$ cat src/rtl/sample_sched_pkg.sv
// Shared types and default widths for the sample burst scheduler.
package sample_sched_pkg;

  localparam int unsigned DEFAULT_DATA_WIDTH = 16;
  localparam int unsigned DEFAULT_LEN_WIDTH  = 16;
  localparam int unsigned DEFAULT_CNT_WIDTH  = 8;

  typedef enum logic [1:0] {
    IDLE  = 2'd0,
    BURST = 2'd1,
    GAP   = 2'd2,
    DONE  = 2'd3
  } sched_state_t;

endpackage : sample_sched_pkg

$ cat src/rtl/sample_burst_scheduler.sv
// Frames a free-running sample stream into N bursts of L samples separated
// by G discarded samples, with first/last markers and start/abort control.
module sample_burst_scheduler
  import sample_sched_pkg::*;
#(
  parameter int unsigned DATA_WIDTH = DEFAULT_DATA_WIDTH,
  parameter int unsigned LEN_WIDTH  = DEFAULT_LEN_WIDTH,
  parameter int unsigned CNT_WIDTH  = DEFAULT_CNT_WIDTH
) (
  input  logic                         clk,
  input  logic                         rst,
  input  logic                         start,
  input  logic                         abort,
  input  logic [LEN_WIDTH-1:0]         burst_len,
  input  logic [LEN_WIDTH-1:0]         gap_len,
  input  logic [CNT_WIDTH-1:0]         num_bursts,
  input  logic signed [DATA_WIDTH-1:0] s_data,
  input  logic                         s_valid,
  output logic signed [DATA_WIDTH-1:0] m_data,
  output logic                         m_valid,
  output logic                         m_first,
  output logic                         m_last,
  output logic [CNT_WIDTH-1:0]         burst_idx,
  output logic                         busy,
  output logic                         done,
  output logic                         err_cfg
);

  sched_state_t         state;
  logic [LEN_WIDTH-1:0] cfg_len;
  logic [LEN_WIDTH-1:0] cfg_gap;
  logic [CNT_WIDTH-1:0] cfg_num;
  logic [LEN_WIDTH-1:0] sample_cnt;
  logic [LEN_WIDTH-1:0] gap_cnt;
  logic [CNT_WIDTH-1:0] burst_cnt;

  logic last_sample_c;
  logic final_burst_c;
  logic gap_end_c;

  // Position decodes against the latched configuration.
  always_comb begin
    last_sample_c = (sample_cnt == cfg_len - LEN_WIDTH'(1));
    final_burst_c = (cfg_num != '0) && (burst_cnt == cfg_num - CNT_WIDTH'(1));
    gap_end_c     = (gap_cnt == cfg_gap - LEN_WIDTH'(1));
  end

  // Scheduler FSM, counters and registered output stage.
  always_ff @(posedge clk) begin
    if (rst) begin
      state      <= IDLE;
      cfg_len    <= '0;
      cfg_gap    <= '0;
      cfg_num    <= '0;
      sample_cnt <= '0;
      gap_cnt    <= '0;
      burst_cnt  <= '0;
      m_data     <= '0;
      m_valid    <= 1'b0;
      m_first    <= 1'b0;
      m_last     <= 1'b0;
      burst_idx  <= '0;
      busy       <= 1'b0;
      done       <= 1'b0;
      err_cfg    <= 1'b0;
    end else begin
      m_valid <= 1'b0;
      m_first <= 1'b0;
      m_last  <= 1'b0;
      done    <= 1'b0;
      err_cfg <= 1'b0;

      if (abort) begin
        // Abort wins over everything; in IDLE it simply masks start.
        if (state != IDLE) begin
          state      <= IDLE;
          busy       <= 1'b0;
          sample_cnt <= '0;
          gap_cnt    <= '0;
          burst_cnt  <= '0;
        end
      end else begin
        unique case (state)
          IDLE: begin
            if (start) begin
              if (burst_len == '0) begin
                err_cfg <= 1'b1;
              end else begin
                cfg_len    <= burst_len;
                cfg_gap    <= gap_len;
                cfg_num    <= num_bursts;
                sample_cnt <= '0;
                gap_cnt    <= '0;
                burst_cnt  <= '0;
                busy       <= 1'b1;
                state      <= BURST;
              end
            end
          end

          BURST: begin
            if (s_valid) begin
              m_data    <= s_data;
              m_valid   <= 1'b1;
              m_first   <= (sample_cnt == '0);
              m_last    <= last_sample_c;
              burst_idx <= burst_cnt;
              if (last_sample_c) begin
                sample_cnt <= '0;
                if (final_burst_c) begin
                  state <= DONE;
                end else if (cfg_gap == '0) begin
                  burst_cnt <= burst_cnt + CNT_WIDTH'(1);
                end else begin
                  gap_cnt <= '0;
                  state   <= GAP;
                end
              end else begin
                sample_cnt <= sample_cnt + LEN_WIDTH'(1);
              end
            end
          end

          GAP: begin
            if (s_valid) begin
              if (gap_end_c) begin
                gap_cnt   <= '0;
                burst_cnt <= burst_cnt + CNT_WIDTH'(1);
                state     <= BURST;
              end else begin
                gap_cnt <= gap_cnt + LEN_WIDTH'(1);
              end
            end
          end

          DONE: begin
            done      <= 1'b1;
            busy      <= 1'b0;
            burst_cnt <= '0;
            state     <= IDLE;
          end

          default: begin
            busy  <= 1'b0;
            state <= IDLE;
          end
        endcase
      end
    end
  end

endmodule : sample_burst_scheduler

$ cat config.mk
export PLATFORM = sky130hd
export DESIGN_NAME = sample_burst_scheduler
export DESIGN_NICKNAME = d
export VERILOG_FILES = /design/src/rtl/sample_sched_pkg.sv /design/src/rtl/sample_burst_scheduler.sv
export SDC_FILE = /design/constraint.sdc
export NUM_CORES = 1
export LEC_CHECK = 0
export CAP_MARGIN = 20
export CORE_MARGIN = 5
export CORE_UTILIZATION = 50
export DETAILED_ROUTE_END_ITERATION = 8
export GPL_ROUTABILITY_DRIVEN = 0
export PLACE_DENSITY = 0.75
export RECOVER_POWER = 50
export SETUP_SLACK_MARGIN = 0.4
export SYNTH_ARGS = -nofsm -noshare
export SYNTH_HDL_FRONTEND = slang
export SYNTH_SLANG_ARGS = --single-unit
$ cat constraint.sdc
create_clock -name clk -period 2.76 [get_ports clk]
set_clock_uncertainty 0.1 [all_clocks]
set_input_delay 0.828 -clock clk [delete_from_list [all_inputs] [get_ports clk]]
set_output_delay 0.828 -clock clk [all_outputs]
set_load 0.03 [all_outputs]
==> run_results.csv, run 1 <==
group,metric,value,unit
run_status,outcome,"finished, violations left",
run_status,violations,"negative setup slack",
sta,rsz0062_at_grt,"true",
hold_path,hold_path_class,"register to register",
clock_tree,tritoncts,"built",
cells_and_area,layoutNonFillerInstCount,1165,
yosys,yosys-top-cells-area,"dfxtp_1, nand2_1, a21oi_1, xnor2_1, nor2_1",
yosys,ys_seq_elements,112,
yosys,synth_area_per_cell,7.781,µm²
worst_setup_path,critPathMaxFanout,7,
sta,finalCriticalPeriod,2.983,ns
sta,setup_ws,-0.2227,ns
drt,dr.pass1.iters,7,
drt,met2_length,10070,µm
floorplanning,ios,91,
yosys,synth_edf_count,0,
worst_setup_path,critPathLaunchType,"register",
sta,finalSetupViolCount,42,
drt,drt-wirelength-per-cell,17.37,µm
clock_tree,root_buffer,"clkbuf_16",
grt,grt-ovfl-total,0,
pwr,p_per_area,452.3,nW/µm²
placed_design,io_buffers,90,
floorplanning,rows,40,
drt,routed_wl,20230,µm
cells_and_area,nets,1064,
clock_tree,path_clk_slew,0.08,ns
floorplanning,die_h,121.6,µm
drt,drt-vias-per-instance,5.833,
clock_tree,worstSkewPairLatency,0.37,ns
clock_tree,h-tree-depth,3,
worst_setup_path,rr_worst_depth,12,
worst_setup_path,critical_path_required,2.93,ns
grt,grt_pass1_vias,6740,
yosys,synth.top_cell.area_share,0.3598,
sta,fmax,0.3353,GHz
yosys,mappedNetlistNets,874,
hold_path,hold_depth,2,
yosys,ys.flop_type,"dfxtp_1",
drt,routed.top_layer,"met4",
sta,finalHoldViolations,0,
floorplanning,start_util,0.5146,
cells_and_area,final_common_cell,"nand2_1",
grt,grt_pass1_wl,31390,µm
placed_design,dp_cells,1122,
worst_setup_path,end_kind,"register",
clock_tree,clock-sinks,112,
pwr,peakVddDrop,0.4827,mV
grt,grt_usage,0.2601,
yosys,ys_seq_area_frac,0.3598,
cells_and_area,area_delta_synth_final,47.68,%
drt,final_antenna_net_count,0,
clock_tree,cts_inserted_buffers,9,
drt,drc,0,
yosys,syn_area,6232,µm²
pwr,p_leak,3.423,nW
cells_and_area,layout_common_cells,"nand2_1, dfxtp_1, buf_4, a21oi_1, clkdlybuf4s50_1",
clock_tree,clk_path_buf_depth,2,
worst_setup_path,arrival,3.15,ns
yosys,synth_area_leader_cell,"dfxtp_1",
drt,met3WireLength,1375,µm
run,maxCapViolCount,0,
drt,vias,6795,
sta,relSlewSlack,0.3050,
placed_design,dp_hpwl,13610,µm
yosys,ys_warn_count,0,
floorplanning,dieArea,14800,µm²
drt,dr.first_iter.drc_count,590,
worst_setup_path,path_class,"register to register",
grt,antenna_found_initial,0,
sta,post-route-period-util,1.081,
yosys,syn_inst,801,
grt,grt_max_degree,50,
sta,final_max_slew_viol_count,0,
yosys,synth_cell_types,75,
floorplanning,die_w,121.6,µm
sta,worstMarginPinSlew,1.043,ns
drt,route.layer.met1.wl,8150,µm
floorplanning,fp.coreArea,12110,µm²
yosys,synth-async-reset-ratio,0,
pwr,finalPower,4.163,mW
cells_and_area,fin_util,0.7599,
cells_and_area,drive_above_1_share,0.2711,
## where the power goes
group / internal (mW) / switching, mW / total, mW
Combinational: 0.584 / 0.582 / 1.17
Sequential: 1.66 / 0.0387 / 1.70
Clock: 0.634 / 0.667 / 1.30
## per-layer routing
metal	GRT usage	up-vias
met1	0.3134	3228
li1	-	3218
met3	0.06685	65
met2	0.4494	284
met5	0	-
met4	0.09104	0
## worst max-delay path, cell delays in order, from the launching register on
cell and delay [ns]:
dfxtp_2 0.33, inv_2 0.06, ha_4 0.13, or4b_4 0.51, or2_4 0.27, nor4bb_4 0.29
o2bb2ai_2 0.13, nor4_4 0.32, buf_4 0.17, buf_6 0.08, o21a_4 0.14, nand2b_4 0.11
o31ai_2 0.25
## synthesized netlist by cell type (all sizes together) (3+ instances only)
library cell and instances:
a21o 3, a21oi 87, a31oi 9, and2 3, and3 12, and4 5
buf 8, clkbuf 34, dfxtp 112, ha 12, inv 24, mux2i 6
nand2 158, nand2b 6, nand3 19, nand4 14, nand4b 4, nor2 63
nor2b 5, nor3 17, nor4 20, o211ai 8, o21a 3, o21ai 21
o21bai 4, o311ai 6, o31ai 7, o41ai 4, or2 8, or3 10
or4 11, or4b 3, xnor2 42, xor2 20
## per-stage QoR
stage	instance area [µm²]	hold WS [ns]	TNS, ns	setup WS [ns]
after global routing	9201	0.3851	-13.88	-0.3406
after global placement	8124	0.3414	-17.76	-0.4035
final	9204	0.3565	-4.980	-0.2227
after detailed placement	8124	0.3476	-27.37	-0.5688
after CTS	8922	0.3586	-4.702	-0.1880
after floorplan	6346	0.3496	-0.7152	-0.06504
## sequential cells by signal (all words and copies together) (netlist names)
signal      cells
m_first         1
done            1
busy            1
m_last          1
burst_idx       8
err_cfg         1
cfg_len        16
cfg_num         8
m_valid         1
gap_cnt        16
sample_cnt     16
burst_cnt       8
m_data         16
cfg_gap        16
state           2
## logic make-up (layout without fill, tap and decap cells)
family	count (synthesis)	in the layout	share of synthesized area
AOI/OAI and AO/OA	173	174	0.1763
xor gates and xnor gates	62	62	0.08713
adders and majority gates	12	12	0.02409
buffers and inverters	66	260	0.04457
DFF	112	112	0.3598
muxes	6	6	0.009637
other	0	1	0
and+or+nand+nor	370	370	0.2985
## path summary, 6_finish.rpt
path                    from            to  slack [ns]
setup / recovery  cfg_gap[1]  burst_cnt[6]       -0.22
hold / removal     m_data[3]     m_data[3]        0.36
setup reg to reg  cfg_gap[1]  burst_cnt[6]       -0.22
hold reg to reg    m_data[3]     m_data[3]        0.36
## area by class of cell
type | instances | area [µm²]
Antenna cell | 1 | 2.502
Tap cell | 168 | 210.2
Timing Repair Buffer | 220 | 2083
Fill cell | 817 | 2908
Inverter | 24 | 90.09
Sequential cell | 112 | 2253
Multi-Input combinational cell | 624 | 4274
Clock buffer | 9 | 225.2
Clock inverter | 7 | 65.06
## repair_timing
item | 4_1_cts | 5_1_grt
gates resized for setup | 88 | 87
endpoints found under the setup margin | 84 | 89
buffers inserted | 15 | 4
gates cloned | 6 | 1
endpoints found under the hold margin | 0 | 0
pin swaps | 46 | 31
hold buffers | 0 | 0
Power figures use the tool's default switching activity.
==> run 2: changes to the inputs <==
Settings changed: CORE_UTILIZATION 50 to 55, PLACE_DENSITY 0.75 to not set, PLACE_DENSITY_LB_ADDON set to 0.08, SLEW_MARGIN set to 25.
Clock period 2.76 ns to 3.2 ns, I/O delays scaled along.
==> run 2 against run 1 <==
The run now ends clean. Via count is 4.7% lower. Clock power is 10% lower. Routed wire length fell by 6.9%. Critical path type is now primary input to register. Largest power group unchanged. Critical path depth shrank 1. Global-route usage rose by 1.3 points.
==> run_results.csv, run 2 (synthesis gave the netlist of run 1 again) <==
group,metric,value,unit
run_status,outcome,"completed",
drt,dr.pass1.iters,5,
worst_setup_path,arrival,3.18,ns
clock_tree,cts_inserted_buffers,9,
grt,antenna_found_initial,0,
pwr,clock_power_share,0.336,
clock_tree,clk_path_buf_depth,2,
drt,drt-wirelength-per-cell,17.31,µm
worst_setup_path,critical_path_required,3.35,ns
clock_tree,cts_hold_buf,0,
floorplanning,die_w,116.5,µm
sta,worstMarginPinSlew,0.6304,ns
hold_path,hold_path_class,"register to register",
sta,finalCriticalPeriod,3.029,ns
floorplanning,dieArea,13560,µm²
clock_tree,worstSkewPairLatency,0.36,ns
sta,final_max_slew_viol_count,0,
drt,routed_wl,18830,µm
grt,grt_max_degree,37,
run,maxCapViolCount,0,
drt,drc,0,
clock_tree,clock-sinks,112,
floorplanning,rows,38,
grt,grt_pass1_wl,29730,µm
sta,relSlewSlack,0.5758,
placed_design,io_buffers,90,
pwr,intPower,2.473,mW
cells_and_area,final_common_cell,"nand2_1",
drt,drt-vias-per-instance,5.954,
cells_and_area,layoutNonFillerInstCount,1088,
pwr,p_leak,3.196,nW
worst_setup_path,cp_cell_sequence,"clkdlybuf4s25_1 > nor4_1 > buf_4 > nand4_1 > a31oi_1 > o22ai_2 > nor2b_4 > a21oi_4 > clkbuf_16 > nor2_1 > a32o_1",
drt,vias,6478,
worst_setup_path,worst_path_largest_cell_delay,0.42,ns
sta,rsz0062_at_grt,"true",
placed_design,dp_slack,-0.2873,ns
clock_tree,tritoncts,"built",
pwr,p_per_area,408.8,nW/µm²
sta,fmax,0.3301,GHz
worst_setup_path,critPathMaxFanout,6,
cells_and_area,area_delta_synth_final,36.84,%
clock_tree,root_buffer,"clkbuf_16",
floorplanning,fp.coreArea,10980,µm²
clock_tree,path_clk_slew,0.07,ns
clock_tree,h-tree-depth,3,
cells_and_area,fin_util,0.7765,
worst_setup_path,end_kind,"register",
placed_design,dp_hpwl,13320,µm
placed_design,dp_cells,1046,
floorplanning,ios,91,
cells_and_area,diodes,0,
pwr,finalPower,3.486,mW
sta,finalHoldViolations,0,
floorplanning,start_util,0.5674,
drt,final_antenna_net_count,0,
sta,finalSetupViolCount,0,
pwr,peakVddDrop,0.5557,mV
worst_setup_path,path_class,"primary input to register",
grt,grt-ovfl-total,0,
cells_and_area,drive_above_1_share,0.1994,
floorplanning,die_h,116.5,µm
grt,grt_usage,0.2731,
pwr,seqPwrFrac,0.425,
cells_and_area,nets,1016,
cells_and_area,layout_common_cells,"nand2_1, dfxtp_1, a21oi_1, buf_4, nor2_1",
sta,setup_ws,0.1708,ns
drt,dr.first_iter.drc_count,551,
pwr,switching_share,0.2905,
sta,post-route-period-util,0.9466,
worst_setup_path,critPathLaunchType,"primary input",
pwr,p_comb_frac,0.240,
pwr,p_switching,1.013,mW
grt,grt_pass1_vias,6101,
worst_setup_path,cp_slowest_cell,"nor4_1",
-- run 2: changes by cell type in the layout (fill, tap and decap cells not counted), moves of 5 or more --
cell | before | now
a21oi_1 | 70 | 77
buf_4 | 92 | 63
o31ai_1 | 0 | 5
dlygate4sd2_1 | 5 | 10
nor4_4 | 8 | 3
dlygate4sd3_1 | 3 | 31
buf_6 | 22 | 10
clkdlybuf4s50_1 | 63 | 42
buf_12 | 11 | 4
a21oi_2 | 16 | 9
clkbuf_1 | 7 | 2
-- run 2: worst max-delay path, delay by kind of cell --
| kind | cells | cell delay (ns) |
|---|---|---|
| AOI/OAI and AO/OA | 4 | 0.84 |
| buffers and inverters | 3 | 0.64 |
| and+or+nand+nor | 4 | 0.74 |
-- run 2: per-stage QoR --
step	cell area, µm²	hold WS [ns]	setup TNS [ns]
floorplan	6277	0.3496	0
global placement	7642	0.3419	-3.076
detailed placement	7642	0.3490	-3.972
CTS	8349	0.3581	0
global route	8528	0.3713	0
finish	8528	0.3511	0
-- run 2: cell type report --
class                      count  area (µm²)
multi-input combinational    623        4088
fill                         790        2455
sequential                   112        2260
timing repair buffer         173        1609
clock buffer                  10       239.0
tap                          140       175.2
inverter                      24       90.09
clock inverter                 6       67.56
-- run 2: final timing paths --
| kind | endpoint | slack (ns) | from | cells past startpoint |
|---|---|---|---|---|
| worst max-delay path | gap_cnt[12] | 0.17 | burst_len[11] | 11 |
| worst min-delay path | m_data[14] | 0.35 | m_data[14] | 2 |
| worst max register to register | burst_cnt[3] | 0.19 | cfg_gap[0] | 12 |
| worst min register to register | m_data[14] | 0.35 | m_data[14] | 2 |
-- run 2: power by group through the flow --
stage               registers (mW)  logic (mW)  clock network (mW)
floorplan                     1.51       0.436                   0
global placement              1.51       0.661                   0
detailed placement            1.51       0.687                   0
CTS                           1.48       0.784                1.19
global route                  1.49       0.897                1.25
finish                        1.48       0.835                1.17
-- run 2: repair_timing --
action / CTS / global route
hold endpoints to repair: 0 / 0
resized for setup: 76 / 46
gates cloned: 2 / 2
buffers inserted: 18 / 4
setup endpoints to repair: 32 / 34
pin swaps: 25 / 28
-- run 2: metal layers --
metal,vias to the layer above,wire length [µm],global-route usage
met1,3105,7763,0.3483
met5,-,0,0
li1,3111,-,-
met3,44,1217,0.06269
met4,0,382,0.07734
met2,218,9471,0.4634
==> run 3: changes to the inputs <==
--- a/config.mk
+++ b/config.mk
@@ -15,3 +15,3 @@
 export SETUP_SLACK_MARGIN = 0.4
-export SLEW_MARGIN = 25
+export SLEW_MARGIN = 40
 export SYNTH_ARGS = -nofsm -noshare
==> constraint.sdc (replaced) <==
create_clock -name clk -period 3.2 [get_ports clk]
set_clock_uncertainty 0.1 [all_clocks]
set_input_delay 0.64 -clock clk [delete_from_list [all_inputs] [get_ports clk]]
set_output_delay 0.64 -clock clk [all_outputs]
set_load 0.03 [all_outputs]
==> run 3 against run 2 <==
Hold slack is essentially flat. Largest cell class unchanged. Routed wire length rose by 2.8%. Maximum frequency grew 2.8%. Sequential share of layout area increased by 0.29 points.
==> run_results.csv, run 3 (synthesis gave the netlist of run 1 again) <==
group,metric,value,unit
pwr,switching_share,0.2863,
pwr,clock_power_share,0.343,
clock_tree,h-tree-depth,3,
grt,grt_pass1_wl,31100,µm
sta,finalCriticalPeriod,2.946,ns
pwr,finalPower,3.578,mW
worst_setup_path,ff2ff_setup_slack,0.25,ns
cells_and_area,final_common_cell,"nand2_1",
placed_design,dp_cells,1022,
floorplanning,start_util,0.5674,
floorplanning,rows,38,
cells_and_area,fillers,793,
sta,post-route-period-util,0.9205,
sta,whs,0.3507,ns
clock_tree,tritoncts,"built",
floorplanning,die_w,116.5,µm
clock_tree,root_buffer,"clkbuf_16",
drt,final_antenna_net_count,0,
worst_setup_path,rr_worst_depth,10,
cells_and_area,diodes,0,
placed_design,dp_hpwl,12880,µm
sta,relSlewSlack,0.3195,
grt,antenna_found_initial,0,
floorplanning,fp.coreArea,10980,µm²
drt,dr.pass1.iters,5,
sta,final_max_slew_viol_count,0,
clock_tree,clock-sinks,112,
worst_setup_path,end_kind,"register",
pwr,p_switching,1.024,mW
floorplanning,dieArea,13560,µm²
drt,dr.first_iter.drc_count,660,
worst_setup_path,critical_path_required,3.38,ns
run,maxCapViolCount,0,
pwr,p_comb_frac,0.242,
worst_setup_path,crit_family,"simple AND/OR/NAND/NOR gates",
sta,worstMarginPinSlew,1.021,ns
grt,grt_usage,0.2888,
worst_setup_path,rr_endpoint,"burst_cnt[7]",
hold_path,hold_path_class,"register to register",
worst_setup_path,r2r_start,"cfg_num[3]",
worst_setup_path,arrival,3.12,ns
cells_and_area,area_delta_synth_final,35.45,%
worst_setup_path,crit_cells,10,
cells_and_area,layoutNonFillerInstCount,1063,
floorplanning,die_h,116.5,µm
floorplanning,ios,91,
worst_setup_path,cpMostUsedCell,"buf_4",
pwr,seqPwrFrac,0.415,
pwr,peakVddDrop,0.4904,mV
grt,grt_max_degree,50,
sta,finalSetupViolCount,0,
clock_tree,clk_path_buf_depth,2,
worst_setup_path,cp_slowest_cell,"or4_4",
placed_design,io_buffers,90,
pwr,intPower,2.553,mW
worst_setup_path,critPathMaxFanout,5,
worst_setup_path,cp_cell_sequence,"or4_4 > or4b_4 > nand3_2 > nand4_1 > buf_4 > nor2b_4 > a31oi_4 > buf_4 > nor3_2 > o32ai_2",
sta,rsz0062_at_grt,"true",
cells_and_area,drive_above_1_share,0.1842,
worst_setup_path,critPathLaunchType,"register",
sta,finalHoldViolations,0,
cells_and_area,multi_input_area,4163,µm²
clock_tree,cts_inserted_buffers,9,
pwr,p_per_area,423.8,nW/µm²
grt,grt_pass1_vias,6403,
drt,drc,0,
drt,vias,6492,
cells_and_area,nets,992,
cells_and_area,layout_common_cells,"nand2_1, dfxtp_1, a21oi_1, nor2_1, clkdlybuf4s50_1",
worst_setup_path,worst_path_largest_cell_delay,0.55,ns
drt,drt-vias-per-instance,6.107,
sta,fmax,0.3395,GHz
grt,grt-ovfl-total,0,
worst_setup_path,path_class,"register to register",
cells_and_area,fin_util,0.7686,
drt,routed_wl,19360,µm
pwr,p_leak,3.080,nW
worst_setup_path,setup.worst_path.end,"burst_cnt[7]",
sta,fin_setup_tns,0,ns
worst_setup_path,worst-path-buf-inv,2,
drt,drt-wirelength-per-cell,18.21,µm
clock_tree,path_clk_slew,0.07,ns
worst_setup_path,critPathLaunch,"cfg_num[3]",
clock_tree,worstSkewPairLatency,0.36,ns
run_status,outcome,"completed",
cells_and_area,seq_area,2261,µm²
[run 3: timing repair]
| item | 4_1_cts | 5_1_grt |
|---|---|---|
| endpoints found under the hold margin | 0 | 0 |
| setup endpoints to repair | 43 | 28 |
| pin swaps | 51 | 33 |
| setup buffers | 13 | 8 |
| cloned | 4 | 1 |
| resized for setup | 68 | 42 |
| hold buffers | 0 | 0 |
[run 3: routing by layer]
metal  part of all wire  wire length [µm]  GRT usage
met5                  0                 0          0
met4              0.030               586    0.09745
met3              0.076              1466    0.07358
met2               0.49              9492     0.4874
met1               0.40              7814     0.3595
[run 3: worst min path at each step]
| stage | from | endpoint | slack, ns | depth (start not counted) |
|---|---|---|---|---|
| after floorplan | cfg_len[15] | cfg_len[15] | 0.35 | 2 |
| after global placement | m_data[1] | m_data[1] | 0.34 | 2 |
| after detailed placement | m_data[3] | m_data[3] | 0.35 | 2 |
| after CTS | m_data[3] | m_data[3] | 0.36 | 2 |
| after global routing | m_data[2] | m_data[2] | 0.38 | 2 |
| final | m_data[3] | m_data[3] | 0.35 | 2 |
[run 3: per-stage QoR]
| step | setup slack (ns) | instance area, µm² |
|---|---|---|
| floorplan | 0.3748 | 6277 |
| global placement | 0.07020 | 7412 |
| detailed placement | -0.02219 | 7417 |
| CTS | 0.2624 | 8198 |
| global route | 0.1085 | 8442 |
| finish | 0.2544 | 8442 |
[run 3: cell type report]
class                   count  share of cell area
inverters                  24             0.01067
clock buffers              10             0.02831
repair buffers            148              0.1697
flip-flops and latches    112              0.2678
clock inverters             5            0.009634
well taps                 140             0.02075
multi-input cells         624              0.4931
[run 3: worst reg2reg max path: stages (launching register included)]
cell	delay, ns
dfxtp_4	0.34
or4_4	0.55
or4b_4	0.55
nand3_2	0.08
nand4_1	0.16
buf_4	0.20
nor2b_4	0.15
a31oi_4	0.33
buf_4	0.18
nor3_2	0.04
o32ai_2	0.18
[run 3: power groups by stage]
stage               sequential [mW]  clock (mW)  combinational (mW)
global route                   1.49        1.30               0.931
CTS                            1.48        1.24               0.787
finish                         1.48        1.23               0.867
global placement               1.51           0               0.634
floorplan                      1.51           0               0.436
detailed placement             1.51           0               0.655
